[src/rtl/fetch_sequencer.sv]
// rtl/fetch_sequencer.sv - instruction fetch/decode/execute sequencer
// Drives pc, ROM strobe and IR load; the CU decides execute length and branches.
module fetch_sequencer #(
  parameter int                  PC_WIDTH   = 8,
  parameter logic [PC_WIDTH-1:0] RESET_PC   = '0,
  parameter int                  FETCH_WAIT = 0,
  parameter int                  CNT_WIDTH  = 16
) (
  input  logic                 clk,
  input  logic                 reset,
  input  logic                 cu_done,
  input  logic                 branch_taken,
  input  logic [PC_WIDTH-1:0]  branch_target,
  input  logic                 halt_req,
  input  logic                 resume,
  output logic [PC_WIDTH-1:0]  pc,
  output logic                 rom_read_enable,
  output logic                 ir_load,
  output logic [2:0]           state,
  output logic                 halted,
  output logic [CNT_WIDTH-1:0] retired
);

  typedef enum logic [2:0] {
    S_IDLE    = 3'd0,
    S_FETCH   = 3'd1,
    S_WAIT    = 3'd2,
    S_DECODE  = 3'd3,
    S_EXECUTE = 3'd4,
    S_HALT    = 3'd5
  } state_e;

  // FETCH itself is the first ROM cycle, so WAIT only covers the remaining ones.
  localparam logic [3:0] WAIT_LOAD = (FETCH_WAIT > 0) ? 4'(FETCH_WAIT - 1) : 4'd0;

  state_e               state_q, state_d;
  logic [PC_WIDTH-1:0]  pc_q, pc_d;
  logic [CNT_WIDTH-1:0] retired_q, retired_d;
  logic [3:0]           wait_q, wait_d;

  always_ff @(posedge clk or posedge reset) begin
    if (reset) begin
      state_q   <= S_IDLE;
      pc_q      <= RESET_PC;
      retired_q <= '0;
      wait_q    <= 4'd0;
    end else begin
      state_q   <= state_d;
      pc_q      <= pc_d;
      retired_q <= retired_d;
      wait_q    <= wait_d;
    end
  end

  always_comb begin
    state_d   = state_q;
    pc_d      = pc_q;
    retired_d = retired_q;
    wait_d    = wait_q;
    case (state_q)
      S_IDLE: state_d = S_FETCH;
      S_FETCH: begin
        if (FETCH_WAIT == 0) begin
          state_d = S_DECODE;
        end else begin
          wait_d  = WAIT_LOAD;
          state_d = S_WAIT;
        end
      end
      S_WAIT: begin
        if (wait_q == 4'd0) state_d = S_DECODE;
        else                wait_d  = wait_q - 4'd1;
      end
      S_DECODE: state_d = S_EXECUTE;
      S_EXECUTE: begin
        // Retire: pc, counter and halt decision all commit on this one edge.
        if (cu_done) begin
          pc_d      = branch_taken ? branch_target : pc_q + PC_WIDTH'(1);
          retired_d = retired_q + CNT_WIDTH'(1);
          state_d   = halt_req ? S_HALT : S_FETCH;
        end
      end
      S_HALT: begin
        if (resume) state_d = S_FETCH;
      end
      default: state_d = S_IDLE;
    endcase
  end

  assign pc              = pc_q;
  assign retired         = retired_q;
  assign state           = state_q;
  assign rom_read_enable = (state_q == S_FETCH) || (state_q == S_WAIT);
  assign ir_load         = (state_q == S_DECODE);
  assign halted          = (state_q == S_HALT);

endmodule

[config.mk]
export PLATFORM = sky130hd
export DESIGN_NAME = fetch_sequencer
export DESIGN_NICKNAME = d
export VERILOG_FILES = /design/src/rtl/fetch_sequencer.sv
export SDC_FILE = /design/constraint.sdc
export NUM_CORES = 1
export LEC_CHECK = 0
export ABC_AREA = 1
export CORE_UTILIZATION = 60
export DETAILED_ROUTE_END_ITERATION = 6
export DONT_BUFFER_PORTS = 1
export PLACE_DENSITY = 0.76
export SYNTH_ARGS = -nofsm -noshare
export SYNTH_HDL_FRONTEND = slang
export SYNTH_SLANG_ARGS = --single-unit
[constraint.sdc]
create_clock -name clk -period 1.5 [get_ports clk]
set_input_delay 0.375 -clock clk [delete_from_list [all_inputs] [get_ports clk]]
set_output_delay 0.375 -clock clk [all_outputs]
set_load 0.005 [all_outputs]
Word-level counts from Yosys, hierarchy flattened

Index checks and enable logic that the tools add are counted.

Mux-type cells: 6
Add/subtract/negate cells: 3
Eq/ne operators: 8
Bitwise logic cells: 1
Reductions and logical operators: 6

Operators with widths:

| kind                    | number |
|---|---|
| $pmux W3 S6             | 1 |
| $add A16 B1 Y16 const B | 1 |
| $mux W3                 | 4 |
| $add A8 B1 Y8 const B   | 1 |
| $mux W8                 | 1 |
| $eq A3 B2 Y1 const B    | 2 |
| $eq A3 B3 Y1 const B    | 2 |
| $ne A2 B2 Y1 const B    | 3 |
| $logic_not A4 Y1        | 1 |
| $reduce_and A2 Y1       | 2 |
| $sub A4 B1 Y4 const B   | 1 |
| $eq A3 B1 Y1 const B    | 1 |
| $logic_not A3 Y1        | 1 |
| $reduce_and A3 Y1       | 1 |
| $logic_or A1 B1 Y1      | 1 |
| $not A1 Y1              | 1 |

Bits in registers: 31
Input bits: 14
Output and inout port bits: 30

Longest topological paths before layout

Gate-level depths: netlist of run 1.

Word-level depth: 3
Mapped depth: 8
Gate-level depth less buffers: 8

Worst setup path before layout of run 1

Ideal clock, no wire load.

Path type: reg-to-reg
From: reg state_q[2], in the netlist state[2]
To: reg wait_q[2]
Cell stages (with the launch flop): 7
Path slack: 234 ps
Data required time: 1378 ps
Arrival: 1144 ps
Clock period less this slack: 1266 ps
Buffers on the path: 1
Cell sequence: dfrtp_1 buf_2 nor2_1 nand3_1 inv_1 nand2_1 xor2_1

Cells in the longest elaborated chain, start to end: 2

Ends and longest elaborated chain:

| what                        | line | text |
|---|---|---|
| start: declaration          | 36   | `state_e state_q, state_d;` |
| start signal: assignment    | 48   | `state_q <= state_d;` |
| $eq A3 B2 Y1                | 60   | `case (state_q)` |
| $reduce_and A2 Y1 (no line) | -    |  |
| end signal: assignment      | 51   | `wait_q <= wait_d;` |
| end: declaration            | 39   | `logic [3:0] wait_q, wait_d;` |

Every way passes these cells.
A chain may end at the register's enable or synchronous reset.

Final worst setup path of run 1

From: reg state_q[1], in the netlist state[1]
To: out rom_read_enable

Cells in the longest elaborated chain, start to end: 2

Ends and longest elaborated chain:

| what                                         | line | text |
|---|---|---|
| $eq A3 B1 Y1 or $eq A3 B2 Y1 (tied branches) | 93   | `assign rom_read_enable = (state_q == S_FETCH) \|\| (state_q == S_WAIT);` |
| $logic_or A1 B1 Y1 *                         | 93   |  |
| end: declaration                             | 17   | `output logic rom_read_enable,` |

Mark *: on every way between the ends. The rest lies on a longest branch, timed or not.

==> run metrics, run 1 <==
final hold violation count=0; largest family of logic cells by synthesized area=simple AND/OR/NAND/NOR gates; actual slew at the worst max-slew pin=~390 ps; synthesized instance count=236; Post-Route Hold Slack=~3.9 ps; xor and xnor area share after synthesis=5.87%; Hold Crit Class=in -> async; count of buffers inserted at the top-level ports=0; GP Congestion=between 0.8 and 0.9; share of cells above drive strength 1=12.7%; die footprint=0.00321 mm²; clock network latency to the later pin of the worst-skew pair=320 ps; number of synthesized register bits=31; start point of the critical path=state[1]$_DFFE_PP0P_; Layout Skew=about 6.6 ps; placed insts=267; Routed Antenna Nets=0; die span in y=56.6 µm; clock transition at the register clock pins on the worst setup and hold paths after CTS=90 ps; fmax=698 MHz; routed vias=about 1500; warning count from the yosys run=0; final cell area excluding filler cells=0.00194 mm²; chain of cells forming the critical path=nor2_4, nor3_2; GR Util All Layers=approximately a quarter; longest individual stage delay on the worst path=approximately 470 ps; register area=781 µm²; CTS buffer count=5; net count after synthesis=roughly 250; antenna cells=0; length of the first detailed-routing pass in iterations=4; clock sink count=31; leading cell type in the layout, fill and taps excluded=sky130_fd_sc_hd__nand2_1; highest-count cells in the layout ignoring fill and taps=sky130_fd_sc_hd__nand2_1, sky130_fd_sc_hd__inv_1, sky130_fd_sc_hd__dfrtp_1, sky130_fd_sc_hd__nor2_1, sky130_fd_sc_hd__nand3_1; total standard cell area after synthesis=0.00179 mm²; number of distinct library cells after synthesis=26; Std-Cell Core Area=roughly 0.0028 mm²; CP Class=reg -> out; initial cell density of the core=between 60% and 70%; pin count of the biggest net entering global routing=32; Min Clock Period, post-route=about 1400 ps; maximum fanout along the worst path=5; Worst VDD drop=1060 µV; basic-gate share of the synthesized area counting and, or, nand and nor cells=34.7%; Placement Cell Area=about 0.0018 mm²; accumulated negative setup slack=0 ps; average cell area after synthesis=7.59 µm²; setup ws final=66.5 ps; final setup violating endpoints=0; number of fill cells=approximately 230; final net count=260; cell family contributing the most delay on the critical path=flip-flops; flip-flop cell with the highest count after synthesis=sky130_fd_sc_hd__dfrtp_1; element type at the critical path start=flop; multi-input logic area=890 µm²; endpoint required time on the critical path=about 1100 ps; share of synthesized flip-flops with an asynchronous set or reset=100%; result of the run=finished, final reports clean; EDFF count, synth=0; first-pass GRT wire length=6.56 mm; library cell contributing the largest single delay on the critical path=sky130_fd_sc_hd__dfrtp_2; buffer and inverter count on the worst path=0; relative area change from synthesis to final layout=8.10%; io pins=44; crit share post-route=95.6%; Setup crit end kind=output pin; Synth Area in Compound Gates=6.01%; reported leakage power=0.960 nW; post-placement worst setup slack=88.1 ps; Data arrival, critical path=1060 ps; number of setup buffers added after CTS=0; multiplexer area fraction after synthesis=0%; Clk Tree Root Cell=sky130_fd_sc_hd__clkbuf_4; Power per Cell Area=between 1000 and 1500 mW/mm²; average detailed-routed wire length per instance=between 10 and 15 µm; portion of the post-synthesis area used by sequential elements=43.3%; die boundary width=roughly 57 µm; detailed-placement wirelength estimate=about 2.7 mm; routed vias/inst=between 5 and 6; Site Rows=19; vias in the first global route=about 1500; count of H-tree levels built during CTS=2; initial antenna violation count=0; Max-cap violations=0; total overflow reported by the global router=0; Pins Over Slew Limit=0; total routed wirelength=3.66 mm; headroom to the max-slew limit=74.2%; CTS tree=built; number of buffers on the longest clock path=2; CTS Hold Bufs=0; DRC=0; post-layout instance count excluding filler cells=275; reg2reg start=retired[0]$_DFFE_PP0P_; Adder-Cell Fraction of Synth Area=roughly 2.1%; initial drt markers=78
-- power by group --
part,switching [mW],internal (mW)
Combinational,0.415,0.279
Sequential,0.306,1.04
Clock,0.270,0.276
Total,0.991,1.59
-- worst paths after layout --
path | end | slack, ps | depth (start not counted)
min reg2reg | wait_q[1]$_DFFE_PP0P_ | 530 | 2
max reg2reg | retired[10]$_DFFE_PP0P_ | 120 | 8
min | pc[5]$_DFFE_PP0P_ | 4 | 2
min in group clk | pc[1]$_DFFE_PP0P_ | 260 | 2
max | rom_read_enable | 70 | 2
max in group asynchronous | state[1]$_DFFE_PP0P_ | 1200 | 2
-- layout make-up --
class / instances / share of cell area [%]
multi-input cells: 170 / 45.9
flip-flops and latches: 31 / 40.3
inverters: 31 / 6.65
clock buffers: 8 / 3.55
well taps: 31 / 2.00
repair buffers: 4 / 1.55
-- state kept, by name (all words and copies together), names as in the netlist --
| signal | count |
|---|---|
| pc | 8 |
| wait_q | 4 |
| retired | 16 |
| state | 3 |
-- synth_stat cells, drive strengths merged, types with 3 or more instances --
cell type	instances	area share, %
dfrtp	31	43
o21ai	9	2.5
xnor2	4	2.0
inv	31	6.8
ha	3	2.1
nor2	32	8.7
nand4	4	1.4
nand3b	4	1.7
buf	4	1.3
xor2	8	3.9
nand3	15	4.9
a21oi	4	1.1
nand2	78	17
-- cells by family after synthesis --
kind of cell	count (synthesis)
and+or+nand+nor	136
buffers and inverters	35
DFF	31
AOI/OAI and AO/OA	19
xor gates and xnor gates	12
adders and majority gates	3
-- routing by layer --
metal  vias up  wire [µm]  GRT usage (%)
met4         0         16           6.97
met1       726       1560           33.4
li1        749          -              -
met5         -          0              0
met2        47       1880           43.0
met3         2        202           8.06
-- timing repair --
action / in CTS / in global routing
setup endpoints to repair: 3 / 6
hold endpoints to repair: 0 / 0
resized for setup: 4 / 8
-- stage by stage --
step                util [%]  power, mW
floorplan                  -       1.82
global placement        66.1       1.95
detailed placement      66.1       2.01
CTS                     68.9       2.59
global route            69.6       2.80
finish                  69.6       2.59
No activity file was read; power rests on OpenSTA's default activity.
==> inputs of run 2 (changes only) <==
--- a/config.mk
+++ b/config.mk
@@ -6,6 +6,7 @@
 export NUM_CORES = 1
 export LEC_CHECK = 0
 export ABC_AREA = 1
+export CORE_MARGIN = 10
 export CORE_UTILIZATION = 60
 export DETAILED_ROUTE_END_ITERATION = 6
 export DONT_BUFFER_PORTS = 1
==> run 2 against run 1 <==
The run now ends with negative setup slack left. Critical path depth increased by 1. Final cell count increased by 4.0%. Sequential power decreased by 4%. Utilization increased by 2.1 points. Combinational power increased by 44%. Worst setup slack got worse by 83 ps. Wire length increased by 14%. Flip-flop and latch count unchanged. Critical path type unchanged.
==> run metrics, run 2 (synthesized netlist as in run 1, its figures left out) <==
io pins=44 (unchanged); clock network latency to the later pin of the worst-skew pair=340 ps (was 320 ps); maximum fanout along the worst path=5 (unchanged); Setup crit end kind=output pin (unchanged); met2 WL=2.04 mm (was 1.88 mm); element type at the critical path start=flop (unchanged); clock sink count=31 (unchanged); setup ws final=-16.0 ps (was 66.5 ps); failing checks=negative setup slack; end-of-flow core utilization=71.8% (was 69.6%); die footprint=0.00557 mm² (was 0.00321 mm²); placed insts=271 (was 267); met1 routed wirelength after detailed routing=1.69 mm (was 1.56 mm); post-layout instance count excluding filler cells=286 (was 275); Max-cap violations=0 (unchanged); vias in the first global route=1617 (was 1517); initial drt markers=61 (was 78); headroom to the max-slew limit=74.2% (about the same); pin count of the biggest net entering global routing=32 (unchanged); Pins Over Slew Limit=0 (unchanged); die boundary width=74.6 µm (was 56.6 µm); total chip power=2.77 mW (was 2.59 mW); clock transition at the register clock pins on the worst setup and hold paths after CTS=100 ps (was 90 ps); Routed Antenna Nets=0 (unchanged); Hold Crit Class=in -> reg (was in -> async); setup repair after global routing missed its margin=yes; average detailed-routed wire length per instance=14.6 µm (was 13.3 µm); crit share post-route=101% (was 95.6%); Site Rows=19 (unchanged); uppermost layer routed=met4 (unchanged); Post-Route Hold Slack=234 ps (was 3.85 ps); final net count=271 (was 260); fmax=660 MHz (was 698 MHz); detailed-placement wirelength estimate=3.03 mm (was 2.66 mm); number of buffers on the longest clock path=2 (unchanged); number of fill cells=221 (was 227); Power per Cell Area=1380 mW/mm² (was 1330 mW/mm²); wire length on met3=359 µm (was 202 µm); register area=778 µm² (was 781 µm²); highest-count cells in the layout ignoring fill and taps=sky130_fd_sc_hd__nand2_1, sky130_fd_sc_hd__dfrtp_1, sky130_fd_sc_hd__inv_1, sky130_fd_sc_hd__nor2_1, sky130_fd_sc_hd__nand3_1 (was sky130_fd_sc_hd__nand2_1, sky130_fd_sc_hd__inv_1, sky130_fd_sc_hd__dfrtp_1, sky130_fd_sc_hd__nor2_1, sky130_fd_sc_hd__nand3_1); count of H-tree levels built during CTS=2 (unchanged); antenna cells=0 (unchanged); accumulated negative setup slack=-16.0 ps (was 0 ps); endpoint required time on the critical path=1120 ps (about the same); relative area change from synthesis to final layout=12.4% (was 8.10%); total overflow reported by the global router=0 (unchanged); initial antenna violation count=0 (unchanged); routed vias=1567 (was 1524); length of the first detailed-routing pass in iterations=6 (was 4); Std-Cell Core Area=0.00281 mm² (was 0.00278 mm²); reported leakage power=1.00 nW (was 0.960 nW); CP Class=reg -> out (unchanged); Clk Tree Root Cell=sky130_fd_sc_hd__clkbuf_4 (unchanged); CTS buffer count=5 (unchanged); count of buffers inserted at the top-level ports=0 (unchanged); Data arrival, critical path=1140 ps (was 1060 ps); result of the run=finished with violations (was finished, final reports clean); CTS tree=built (unchanged); max FFs per register=16 (unchanged); initial cell density of the core=63.9% (was 64.4%); DRC=0 (unchanged); final hold violation count=0 (unchanged); first-pass GRT wire length=6.91 mm (was 6.56 mm); multi-input logic area=892 µm² (was 890 µm²); routed vias/inst=5.48 (was 5.54); share of cells above drive strength 1=16.9% (was 12.7%); GR Util All Layers=16.0% (was 26.2%); leading cell type in the layout, fill and taps excluded=sky130_fd_sc_hd__nand2_1 (unchanged); total routed wirelength=4.18 mm (was 3.66 mm); actual slew at the worst max-slew pin=388 ps (was 387 ps); final setup violating endpoints=1 (was 0); GP Congestion=0.830 (was 0.872); Min Clock Period, post-route=1520 ps (was 1430 ps); die span in y=74.6 µm (was 56.6 µm); Layout Skew=15.2 ps (was 6.57 ps); Worst VDD drop=1070 µV (was 1060 µV)
## run 2: final cells by class
class	instances	share of cell area, %
multi-input combinational	170	44.3
clock inverter	1	0.249
clock buffer	7	2.24
timing repair buffer	15	6.09
tap	31	1.93
inverter	31	6.53
sequential	31	38.7
## run 2: path summary, 6_finish.rpt
kind,from,endpoint,slack (ps),depth (start not counted)
min reg2reg,wait_q[1]$_DFFE_PP0P_,wait_q[1]$_DFFE_PP0P_,510,2
max in group asynchronous,reset,retired[1]$_DFFE_PP0P_,640,3
min in group asynchronous,reset,wait_q[3]$_DFFE_PP0P_,550,3
max reg2reg,state[0]$_DFFE_PP0P_,retired[10]$_DFFE_PP0P_,50,9
min,branch_target[1],pc[1]$_DFFE_PP0P_,230,2
max,state[0]$_DFFE_PP0P_,rom_read_enable,-20,3
## run 2: timing repair
| action | CTS | global route |
|---|---|---|
| setup buffers | 6 | 0 |
| hold buffers | 1 | 0 |
| gates resized for setup | 7 | 10 |
| pin swaps | 1 | 3 |
| endpoints found under the setup margin | 3 | 10 |
| endpoints found under the hold margin | 25 | 0 |
## run 2: per-layer routing
layer  up-vias  global-route usage, %
met3        10                   5.78
met2        56                   28.1
li1        769                      -
met5         -                      0
met1       732                   16.2
met4         0                   9.03
## run 2: critical path, stage by stage (launching register included)
cell and delay (ps):
sky130_fd_sc_hd__dfrtp_1 400, sky130_fd_sc_hd__buf_4 150, sky130_fd_sc_hd__nor2_4 180, sky130_fd_sc_hd__nor3_2 80
## run 2: report_power, final
| part | switching, mW | total [mW] | internal [mW] |
|---|---|---|---|
| clock network | 0.288 | 0.471 | 0.182 |
| logic | 0.545 | 0.998 | 0.453 |
| registers | 0.266 | 1.30 | 1.03 |
| total | 1.10 | 2.77 | 1.67 |
## run 2: stage by stage
stage	cell area, µm²	setup WS [ps]
2_1_floorplan	1790	234
3_3_place_gp	1870	146
3_5_place_dp	1870	131
4_1_cts	1990	-20.2
5_1_grt	2010	-58.2
6_report	2010	-16.0
==> inputs of run 3 (changes only) <==
--- a/config.mk
+++ b/config.mk
@@ -6,11 +6,12 @@
 export NUM_CORES = 1
 export LEC_CHECK = 0
 export ABC_AREA = 1
+export CELL_PAD_IN_SITES_DETAIL_PLACEMENT = 1
+export CELL_PAD_IN_SITES_GLOBAL_PLACEMENT = 2
 export CORE_MARGIN = 10
-export CORE_UTILIZATION = 60
+export CORE_UTILIZATION = 27
 export DETAILED_ROUTE_END_ITERATION = 6
-export DONT_BUFFER_PORTS = 1
-export PLACE_DENSITY = 0.76
+export PLACE_DENSITY = 0.78
 export SYNTH_ARGS = -nofsm -noshare
 export SYNTH_HDL_FRONTEND = slang
 export SYNTH_SLANG_ARGS = --single-unit
==> run 3 against run 2 <==
The flow still finishes with violations (negative setup slack). Non-clock buffer count increased by 85. Wire length increased by 40%. Sequential power decreased by 10%. Critical path depth increased by 8. Hold slack improved by 200 ps. Clock power increased by 28%. Clock skew decreased by 12 ps. Worst setup slack got worse by 65 ps. Count of clock-buffer cells in the layout decreased by 1. Total power increased by 43%. Sequential share of layout area decreased by 12 points. Maximum frequency decreased by 4.1%. Largest power group is now combinational cells. Highest routed layer unchanged.
==> run metrics, run 3 (synthesized netlist as in run 1, its figures left out) <==
placed insts=373 (was 271); setup slack, reg-to-reg=-80 ps (was 50 ps); detailed-placement wirelength estimate=4.12 mm (was 3.03 mm); io pins=44 (unchanged); clock sink count=31 (unchanged); total chip power=3.95 mW (was 2.77 mW); final net count=356 (was 271); CTS buffer count=5 (unchanged); length of the first detailed-routing pass in iterations=4 (was 6); met2 WL=3.02 mm (was 2.04 mm); highest-count cells in the layout ignoring fill and taps=sky130_fd_sc_hd__nand2_1, sky130_fd_sc_hd__buf_4, sky130_fd_sc_hd__dfrtp_1, sky130_fd_sc_hd__inv_1, sky130_fd_sc_hd__nor2_1 (was sky130_fd_sc_hd__nand2_1, sky130_fd_sc_hd__dfrtp_1, sky130_fd_sc_hd__inv_1, sky130_fd_sc_hd__nor2_1, sky130_fd_sc_hd__nand3_1); chain of cells forming the critical path=buf_6, buf_6, nor2_4, buf_6, nand3_4, clkinv_8, nand2_8, nor2_4, nand2_1, nand2_1, nand2_1 (was buf_4, nor2_4, nor3_2); final setup violating endpoints=5 (was 1); setup repair after global routing missed its margin=yes (unchanged); clock transition at the register clock pins on the worst setup and hold paths after CTS=60 ps (was 100 ps); initial drt markers=34 (was 61); count of H-tree levels built during CTS=2 (unchanged); antenna cells=0 (unchanged); result of the run=finished with violations (unchanged); failing checks=negative setup slack (unchanged); GR Util All Layers=11.4% (was 16.0%); count of buffers inserted at the top-level ports=43 (was 0); die span in y=101 µm (was 74.6 µm); maximum fanout along the worst path=7 (was 5); Site Rows=29 (was 19); die footprint=0.0103 mm² (was 0.00557 mm²); uppermost layer routed=met4 (unchanged); total overflow reported by the global router=0 (unchanged); met1 routed wirelength after detailed routing=2.41 mm (was 1.69 mm); Std-Cell Core Area=0.00639 mm² (was 0.00281 mm²); element type at the critical path start=flop (unchanged); wire length on met3=330 µm (was 359 µm); Post-Route Hold Slack=434 ps (was 234 ps); setup ws final=-80.9 ps (was -16.0 ps); number of buffers on the longest clock path=2 (unchanged); Min Clock Period, post-route=1580 ps (was 1520 ps); first-pass GRT wire length=9.43 mm (was 6.91 mm); reported leakage power=1.49 nW (was 1.00 nW); relative area change from synthesis to final layout=62.8% (was 12.4%); max FFs per register=16 (unchanged); average detailed-routed wire length per instance=14.1 µm (was 14.6 µm); Hold Crit Class=in -> async (was in -> reg); pin count of the biggest net entering global routing=32 (unchanged); Setup crit end kind=flop (was output pin); final hold violation count=0 (unchanged); Clk Tree Root Cell=sky130_fd_sc_hd__clkbuf_8 (was sky130_fd_sc_hd__clkbuf_4); fmax=633 MHz (was 660 MHz); crit share post-route=105% (was 101%); CP Class=reg -> reg (was reg -> out); Data arrival, critical path=1750 ps (was 1140 ps); Power per Cell Area=1350 mW/mm² (was 1380 mW/mm²); longest individual stage delay on the worst path=400 ps (about the same); routed vias=1827 (was 1567); DRC=0 (unchanged); Pins Over Slew Limit=0 (unchanged); vias in the first global route=1999 (was 1617); CTS Hold Bufs=0 (was 1); total routed wirelength=5.83 mm (was 4.18 mm); GP Congestion=0.735 (was 0.830); endpoint required time on the critical path=1670 ps (was 1120 ps); initial antenna violation count=0 (unchanged); post-placement worst setup slack=-152 ps (was 131 ps); routed vias/inst=4.40 (was 5.48); library cell contributing the largest single delay on the critical path=sky130_fd_sc_hd__dfrtp_1 (unchanged); CTS tree=built (unchanged); actual slew at the worst max-slew pin=283 ps (was 388 ps); leading cell type in the layout, fill and taps excluded=sky130_fd_sc_hd__nand2_1 (unchanged); Max-cap violations=0 (unchanged); accumulated negative setup slack=-167 ps (was -16.0 ps); headroom to the max-slew limit=81.1% (was 74.2%); share of cells above drive strength 1=29.0% (was 16.9%); Layout Skew=3.27 ps (was 15.2 ps); die boundary width=101 µm (was 74.6 µm); Worst VDD drop=979 µV (was 1070 µV); initial cell density of the core=28.1% (was 63.9%); post-layout instance count excluding filler cells=415 (was 286); clock network latency to the later pin of the worst-skew pair=280 ps (was 340 ps); Routed Antenna Nets=0 (unchanged)
-- run 3: cell types whose count changed in the layout (fill, tap and decap cells not counted), sizes merged --
cell           before  now
dlygate4sd3         1    0
dlygate4sd2         0   24
clkdlybuf4s50       0   13
clkdlybuf4s15       0    1
buf                14   61
clkinv              2    1
-- run 3: timing repair --
item / CTS / global route
pin swaps: 4 / 7
endpoints found under the setup margin: 30 / 25
resized for setup: 64 / 30
setup buffers: 32 / 5
-- run 3: cell type report --
type / instances / area [µm²]
clock buffer: 6 / 72.6
multi-input combinational: 170 / 935
tap: 77 / 96.3
timing repair buffer: 100 / 900
fill: 796 / 3470
sequential: 31 / 782
inverter: 31 / 131
-- run 3: routing by layer --
| layer | global-route usage [%] | vias up |
|---|---|---|
| li1 | - | 944 |
| met1 | 13.2 | 848 |
| met2 | 19.4 | 28 |
| met3 | 3.61 | 7 |
| met4 | 4.18 | 0 |
| met5 | 0 | - |
-- run 3: power breakdown --
group          switching (mW)  internal, mW
combinational           0.971          1.21
clock                   0.294         0.309
sequential              0.129          1.04
total                    1.39          2.56
-- run 3: through the flow --
step / instance area [µm²] / util [%]
2_1_floorplan: 1790 / -
4_1_cts: 2800 / 43.9
5_1_grt: 2920 / 45.7
3_5_place_dp: 2480 / 38.8
3_3_place_gp: 2480 / 38.8
6_report: 2920 / 45.7
-- run 3: worst paths after layout --
check,from,to,depth (start not counted)
max,state[1]$_DFFE_PP0P_,retired[11]$_DFFE_PP0P_,11
min,reset,retired[9]$_DFFE_PP0P_,3
max reg2reg,state[1]$_DFFE_PP0P_,retired[11]$_DFFE_PP0P_,11
min reg2reg,wait_q[1]$_DFFE_PP0P_,wait_q[1]$_DFFE_PP0P_,2
max in group asynchronous,reset,retired[12]$_DFFE_PP0P_,3
min in group clk,wait_q[1]$_DFFE_PP0P_,wait_q[1]$_DFFE_PP0P_,2
-- run 3: worst max-delay path, delay by kind of cell, from the launching register on --
family        cells  cell delay, ps
simple gates      7             600
buf+inv           4             460
flops             1             400
